### config.mk
export PLATFORM = sky130hd
export DESIGN_NAME = hilo_mdu_ctrl
export DESIGN_NICKNAME = d
export VERILOG_FILES = /design/src/rtl/hilo_mdu_ctrl.sv
export SDC_FILE = /design/constraint.sdc
export NUM_CORES = 1
export LEC_CHECK = 0
export BUFFER_PORTS_ARGS = -buffer_cell sky130_fd_sc_hd__buf_4
export CAP_MARGIN = 20
export CORE_ASPECT_RATIO = 0.5
export CORE_MARGIN = 10
export CORE_UTILIZATION = 55
export CTS_CLUSTER_DIAMETER = 100
export DETAILED_ROUTE_END_ITERATION = 6
export GPL_ROUTABILITY_DRIVEN = 0
export GPL_TIMING_DRIVEN = 0
export PLACE_DENSITY = 0.76
export REMOVE_ABC_BUFFERS = 1
export SYNTH_ARGS = -nofsm -noshare
export SYNTH_HDL_FRONTEND = slang
export SYNTH_SLANG_ARGS = --single-unit
### constraint.sdc
create_clock -name clk -period 4.7 [get_ports clk]
set_input_delay 0.235 -clock clk [delete_from_list [all_inputs] [get_ports clk]]
set_output_delay 0.235 -clock clk [all_outputs]
set_load 0.05 [all_outputs]
### src/rtl/hilo_mdu_ctrl.sv
// hilo_mdu_ctrl
//   Multicycle shift-add multiply sequencer that owns the architectural HI/LO
//   register pair. Accepts MULTU/MULT/MTHI/MTLO from decode, runs an
//   N-iteration multiply, then writes the full 2N-bit product to {hi, lo} in a
//   single fix-up cycle so partial products never become visible.
//
// Ports
//   clk       rising-edge clock
//   rst_n     asynchronous active-low reset
//   start     command valid, sampled on the rising edge
//   op        00 MULTU, 01 MULT (signed), 10 MTHI, 11 MTLO
//   a         multiplicand / MTHI-MTLO source
//   b         multiplier
//   busy      multiply in progress (RUN or FIX); new commands are ignored
//   done      one-cycle pulse, hi/lo hold the new product
//   hi, lo    architectural HI and LO
//   rd_req    MFHI/MFLO present in decode
//   rd_sel    1 selects HI, 0 selects LO
//   rd_data   combinational read of the selected register
//   rd_stall  read collides with an in-flight multiply
module hilo_mdu_ctrl #(
    parameter int unsigned N = 32
) (
    input  logic         clk,
    input  logic         rst_n,
    input  logic         start,
    input  logic [1:0]   op,
    input  logic [N-1:0] a,
    input  logic [N-1:0] b,
    output logic         busy,
    output logic         done,
    output logic [N-1:0] hi,
    output logic [N-1:0] lo,
    input  logic         rd_req,
    input  logic         rd_sel,
    output logic [N-1:0] rd_data,
    output logic         rd_stall
);

    localparam int unsigned CntW = (N > 1) ? $clog2(N) : 1;

    localparam logic [1:0] OpMultu = 2'b00;
    localparam logic [1:0] OpMult  = 2'b01;
    localparam logic [1:0] OpMthi  = 2'b10;
    localparam logic [1:0] OpMtlo  = 2'b11;

    typedef enum logic [1:0] {
        StIdle,
        StRun,
        StFix,
        StDone
    } state_e;

    state_e          state_q;
    logic [N-1:0]    hi_q;
    logic [N-1:0]    lo_q;
    logic            busy_q;
    logic            done_q;
    logic [CntW-1:0] cnt_q;
    // One guard bit above the 2N-bit product catches the carry of each add
    // before the right shift brings it back into range.
    logic [2*N:0]    acc_q;
    logic [N-1:0]    mcand_q;
    logic [N-1:0]    mplier_q;
    logic            neg_q;

    logic            is_signed;
    logic [N-1:0]    a_abs;
    logic [N-1:0]    b_abs;
    logic [N:0]      acc_sum;
    logic [2*N:0]    acc_add;
    logic [2*N:0]    acc_nxt;
    logic [2*N-1:0]  product;
    logic            last_iter;

    always_comb begin
        is_signed = (op == OpMult);
        // Magnitude of the most-negative value is representable as unsigned N.
        a_abs     = (is_signed && a[N-1]) ? -a : a;
        b_abs     = (is_signed && b[N-1]) ? -b : b;

        acc_sum   = acc_q[2*N:N] + {1'b0, mcand_q};
        acc_add   = mplier_q[0] ? {acc_sum, acc_q[N-1:0]} : acc_q;
        acc_nxt   = acc_add >> 1;

        product   = neg_q ? -acc_q[2*N-1:0] : acc_q[2*N-1:0];
        last_iter = (cnt_q == CntW'(N - 1));
    end

    always_ff @(posedge clk or negedge rst_n) begin
        if (!rst_n) begin
            state_q  <= StIdle;
            hi_q     <= '0;
            lo_q     <= '0;
            busy_q   <= 1'b0;
            done_q   <= 1'b0;
            cnt_q    <= '0;
            acc_q    <= '0;
            mcand_q  <= '0;
            mplier_q <= '0;
            neg_q    <= 1'b0;
        end else begin
            done_q <= 1'b0;
            unique case (state_q)
                StIdle, StDone: begin
                    state_q <= StIdle;
                    if (start) begin
                        case (op)
                            OpMthi: hi_q <= a;
                            OpMtlo: lo_q <= a;
                            default: begin
                                // OpMultu / OpMult
                                mcand_q  <= a_abs;
                                mplier_q <= b_abs;
                                neg_q    <= is_signed & (a[N-1] ^ b[N-1]);
                                acc_q    <= '0;
                                cnt_q    <= '0;
                                busy_q   <= 1'b1;
                                state_q  <= StRun;
                            end
                        endcase
                    end
                end
                StRun: begin
                    acc_q    <= acc_nxt;
                    mplier_q <= mplier_q >> 1;
                    if (last_iter) begin
                        cnt_q   <= '0;
                        state_q <= StFix;
                    end else begin
                        cnt_q <= cnt_q + 1'b1;
                    end
                end
                StFix: begin
                    {hi_q, lo_q} <= product;
                    busy_q       <= 1'b0;
                    done_q       <= 1'b1;
                    state_q      <= StDone;
                end
                default: state_q <= StIdle;
            endcase
        end
    end

    assign busy     = busy_q;
    assign done     = done_q;
    assign hi       = hi_q;
    assign lo       = lo_q;
    // During a multiply this still shows the old HI/LO; readers must stall.
    assign rd_data  = rd_sel ? hi_q : lo_q;
    assign rd_stall = rd_req & busy_q;

    // OpMultu only appears through the default arm of the command decode.
    logic unused_op;
    assign unused_op = (OpMultu == 2'b00);

endmodule

==> out/metrics.sh <==
POWER_DENSITY_nW_PER_UM2=682
FIN_CRIT_SH_PCT=88.5
WORST_SKEW_PAIR.LATE_LATENCY_NS=0.52
MAX-VDD-IR-DROP_mV=0.403
CTS.CLK_SLEW.WORST_PATHS_NS=0.07
CRITICAL_PATH_ARRIVAL_NS=4.57
DIE_HEIGHT_MICRONS=130
REPORT.FINAL.SETUP_VIOL=0
REMAINING_DRC_ERRORS=0
WORST_CASE_CLOCK_SKEW_NS=0.0109
TIMING.FINAL.CRIT_PERIOD_NS=4.16
PLACE.DETAILED.HPWL_MICRONS=30100
END_KIND='flop'
RUN_STATUS='finished clean'
POSTPLACECELLAREA_SQ_UM=14900
CLOCK_SINK_COUNT=202
TIGHTEST_SLEW_NS=1.10
WORST_R2R_STARTPOINT='state_q[1]'
UTILIZATION_PCT=65.2
SLEW_HEADROOM_PCT=26.7
CORE_AREA_SQ_UM=23900
LARGEST_NET_DEGREE_AT_THE_START_OF_GLOBAL_ROUTING=106
FP.DIEAREA_SQ_UM=31200
WORST_HOLD_PATH_TYPE='input pin to flop'
AVGVIACOUNTPERCELL=6.29
SYNTH_LARGEST_TYPE_AREA_FRACTION_PCT=37.9
AREA_LEADER_NETLIST='sky130_fd_sc_hd__dfrtp_1'
ASYNCSETRESETFLOPFRACSYNTH_PCT=100
POSTROUTEANTENNANETS=0
IOPINCOUNT=170
POST-PLACE-WS_NS=0.592
HOLDWS_NS=0.0266
CLOCK_TREE_FROM_TRITONCTS='done'
CTS_MADE_BUFFERS=20
VIAS_IN_THE_FIRST_GLOBAL_ROUTE=12174
AVERAGE_FOOTPRINT_OF_A_SYNTHESIZED_CELL_SQ_UM=8.57
CTS_HTREE_LEVELS=1
FIRSTDRTPASSITERS=6
SYNTHDISTINCTLIBCELLS=68
POSTSYNTHCELLCOUNT=1555
POSTLAYOUTCELLAREA_SQ_UM=15600
DIE_WIDTH_MICRONS=240
CRITICAL_PATH_CLASS='flop to flop'
N_ANTENNA_CELL=0
NUMPORTBUFFERS=169
FINAL_LAYOUT_SIZE_SUFFIX_GT1_SHARE_PCT=16.7
WORSTSETUPSTARTPOINT='state_q[1]'
FINAL.SETUP.WORST_SLACK_NS=0.542
GRT_PASS1_WL_MICRONS=65200
CLK_PATH_BUF_DEPTH=3
ROWS=40
ROOT_BUFFER='sky130_fd_sc_hd__clkbuf_16'
AVGROUTEDWIREPERCELL_MICRONS=20.6
STARTING_UTILIZATION_OF_THE_CORE_AREA_PCT=55.7
FINAL_HOLD_VIOL_COUNT=0
YS_FF_LATCH=202
MAX_CAP_VIOL_COUNT=0
WORSTPATHREQUIRED_NS=5.11
GRT_ANTENNA_BEFORE_REPAIR=1
CRIT_PATH_MAX_FANOUT=88
DRT-INITIAL-DRC-COUNT=1397
GLOBALROUTETOTALUTIL_PCT=25.7
ROUTED_WL_MICRONS=41000
VIAS=12504
SYNTH_SEQUENTIAL_AREA_RATIO_PCT=37.9
YS_TOP_CELLS_BY_AREA='sky130_fd_sc_hd__dfrtp_1 38%, sky130_fd_sc_hd__o21ai_0 6.9%, sky130_fd_sc_hd__nand2_1 6.0%, sky130_fd_sc_hd__xor2_1 5.4%, sky130_fd_sc_hd__a21oi_1 3.9%'
SYN_AREA_SQ_UM=13300
SYNTH-EDFF-COUNT=0
CRITICAL_PATH.STARTPOINT_TYPE='flop'
GR-TOTAL-OVERFLOW=0
LAYOUT-AREA-OVERHEAD-VS-SYNTH_PCT=17.0
RSZ_0062_RAISED_AFTER_GLOBAL_ROUTING='no'
FINISH.NET_COUNT=1772
LEAKAGEPOWER_nW=7.39
N_FILL_CELL=1990
ACHIEVABLE-FREQUENCY_MHz=241
YS.FLOP_TYPE='sky130_fd_sc_hd__dfrtp_1'
SYNTH.YOSYS.WARNINGS=0
FINALMAXSLEWVIOLATIONS=0
HOLD_START='b[30]'
## final timing paths
kind	end	cells after the start	slack, ns
setup / recovery	acc_q[58]	10	0.54
hold / removal	mplier_q[30]	3	0.03
hold reg to reg	mplier_q[16]	2	0.48
min in group asynchronous	mplier_q[5]	2	0.37
max in group asynchronous	acc_q[57]	3	3.36
setup reg to reg	acc_q[58]	10	0.54
## worst max-delay path, stage by stage (launching register included)
cell and delay [ns]:
sky130_fd_sc_hd__dfrtp_1 0.43, sky130_fd_sc_hd__inv_1 0.11, sky130_fd_sc_hd__ha_4 0.72, sky130_fd_sc_hd__inv_1 0.48
sky130_fd_sc_hd__o21ai_4 0.39, sky130_fd_sc_hd__buf_12 0.23, sky130_fd_sc_hd__nand2_1 0.34, sky130_fd_sc_hd__nor2_1 0.80
sky130_fd_sc_hd__buf_6 0.25, sky130_fd_sc_hd__a22oi_1 0.09, sky130_fd_sc_hd__o21ai_0 0.11
## per-stage QoR
stage          total power [mW]  instances  TNS, ns
2_1_floorplan              6.84       1459  -160.53
3_3_place_gp               8.51       1943  -522.69
3_5_place_dp               8.86       1953        0
4_1_cts                    10.6       1989        0
5_1_grt                    11.2       1989        0
6_report                   10.6       1989        0
## layer usage
| metal | vias up | wire [microns] | GRT usage, % |
|---|---|---|---|
| met5 | - | 0 | 0 |
| met4 | 0 | 1030 | 7.43 |
| met3 | 88 | 3450 | 5.66 |
| met2 | 522 | 19100 | 41.6 |
| met1 | 6104 | 17400 | 34.2 |
| li1 | 5790 | - | - |
## power by group
part / switching, mW / leakage (nW) / internal (mW)
clock: 0.707 / 0.337 / 1.01
sequential: 0.572 / 2.62 / 2.34
combinational: 4.03 / 4.44 / 1.99
## state kept, by name, indices dropped and copies added (netlist names)
register and cells:
done 1, lo 32, state_q 2, neg_q 1, mcand_q 32, acc_q 64, cnt_q 5, mplier_q 32
hi 32, busy 1
## layout make-up
| cell class | count | area, sq um | area share, % |
|---|---|---|---|
| clock inverter | 4 | 70.1 | 0.449 |
| sequential | 202 | 5060 | 32.4 |
| inverter | 29 | 109 | 0.698 |
| tap | 315 | 394 | 2.53 |
| multi-input combinational | 1228 | 7860 | 50.4 |
| clock buffer | 31 | 613 | 3.93 |
| timing repair buffer | 180 | 1500 | 9.62 |
## cells in the mapped netlist, drive strengths merged (34+ instances only)
| library cell | instances |
|---|---|
| nand2 | 214 |
| dfrtp | 202 |
| o21ai | 190 |
| nor2 | 108 |
| a21oi | 105 |
| clkbuf | 88 |
| xor2 | 82 |
| xnor2 | 60 |
| nand3 | 45 |
| a21o | 42 |
| ha | 39 |
| mux2 | 34 |
## cells in the final DEF (no fill, tap or decap), types with 37 or more instances in the layout
master,n
sky130_fd_sc_hd__ha_1,37
sky130_fd_sc_hd__nand2_1,213
sky130_fd_sc_hd__xnor2_1,60
sky130_fd_sc_hd__a21oi_1,104
sky130_fd_sc_hd__a21o_1,42
sky130_fd_sc_hd__xor2_1,82
sky130_fd_sc_hd__nand3_1,44
sky130_fd_sc_hd__dfrtp_1,201
sky130_fd_sc_hd__o21ai_0,185
sky130_fd_sc_hd__buf_4,168
sky130_fd_sc_hd__nor2_1,106
## logic make-up (layout without fill, tap and decap cells)
family | after synthesis | in the layout | share of synthesized area [%]
AO/OA/AOI/OAI | 480 | 480 | 22.2
XOR/XNOR | 142 | 142 | 9.33
adder cells (fa/ha/maj) | 40 | 40 | 3.81
buffers and inverters | 125 | 244 | 3.65
flip-flops | 202 | 202 | 37.9
multiplexers | 59 | 59 | 4.75
AND/OR/NAND/NOR | 507 | 507 | 18.3
## timing repair
item,4_1_cts,5_1_grt
endpoints found under the hold margin,104,0
setup buffers,0,0
hold buffers,1,0
gates resized for setup,0,0
endpoints found under the setup margin,0,0
No activity file was read; power rests on OpenSTA's default activity.
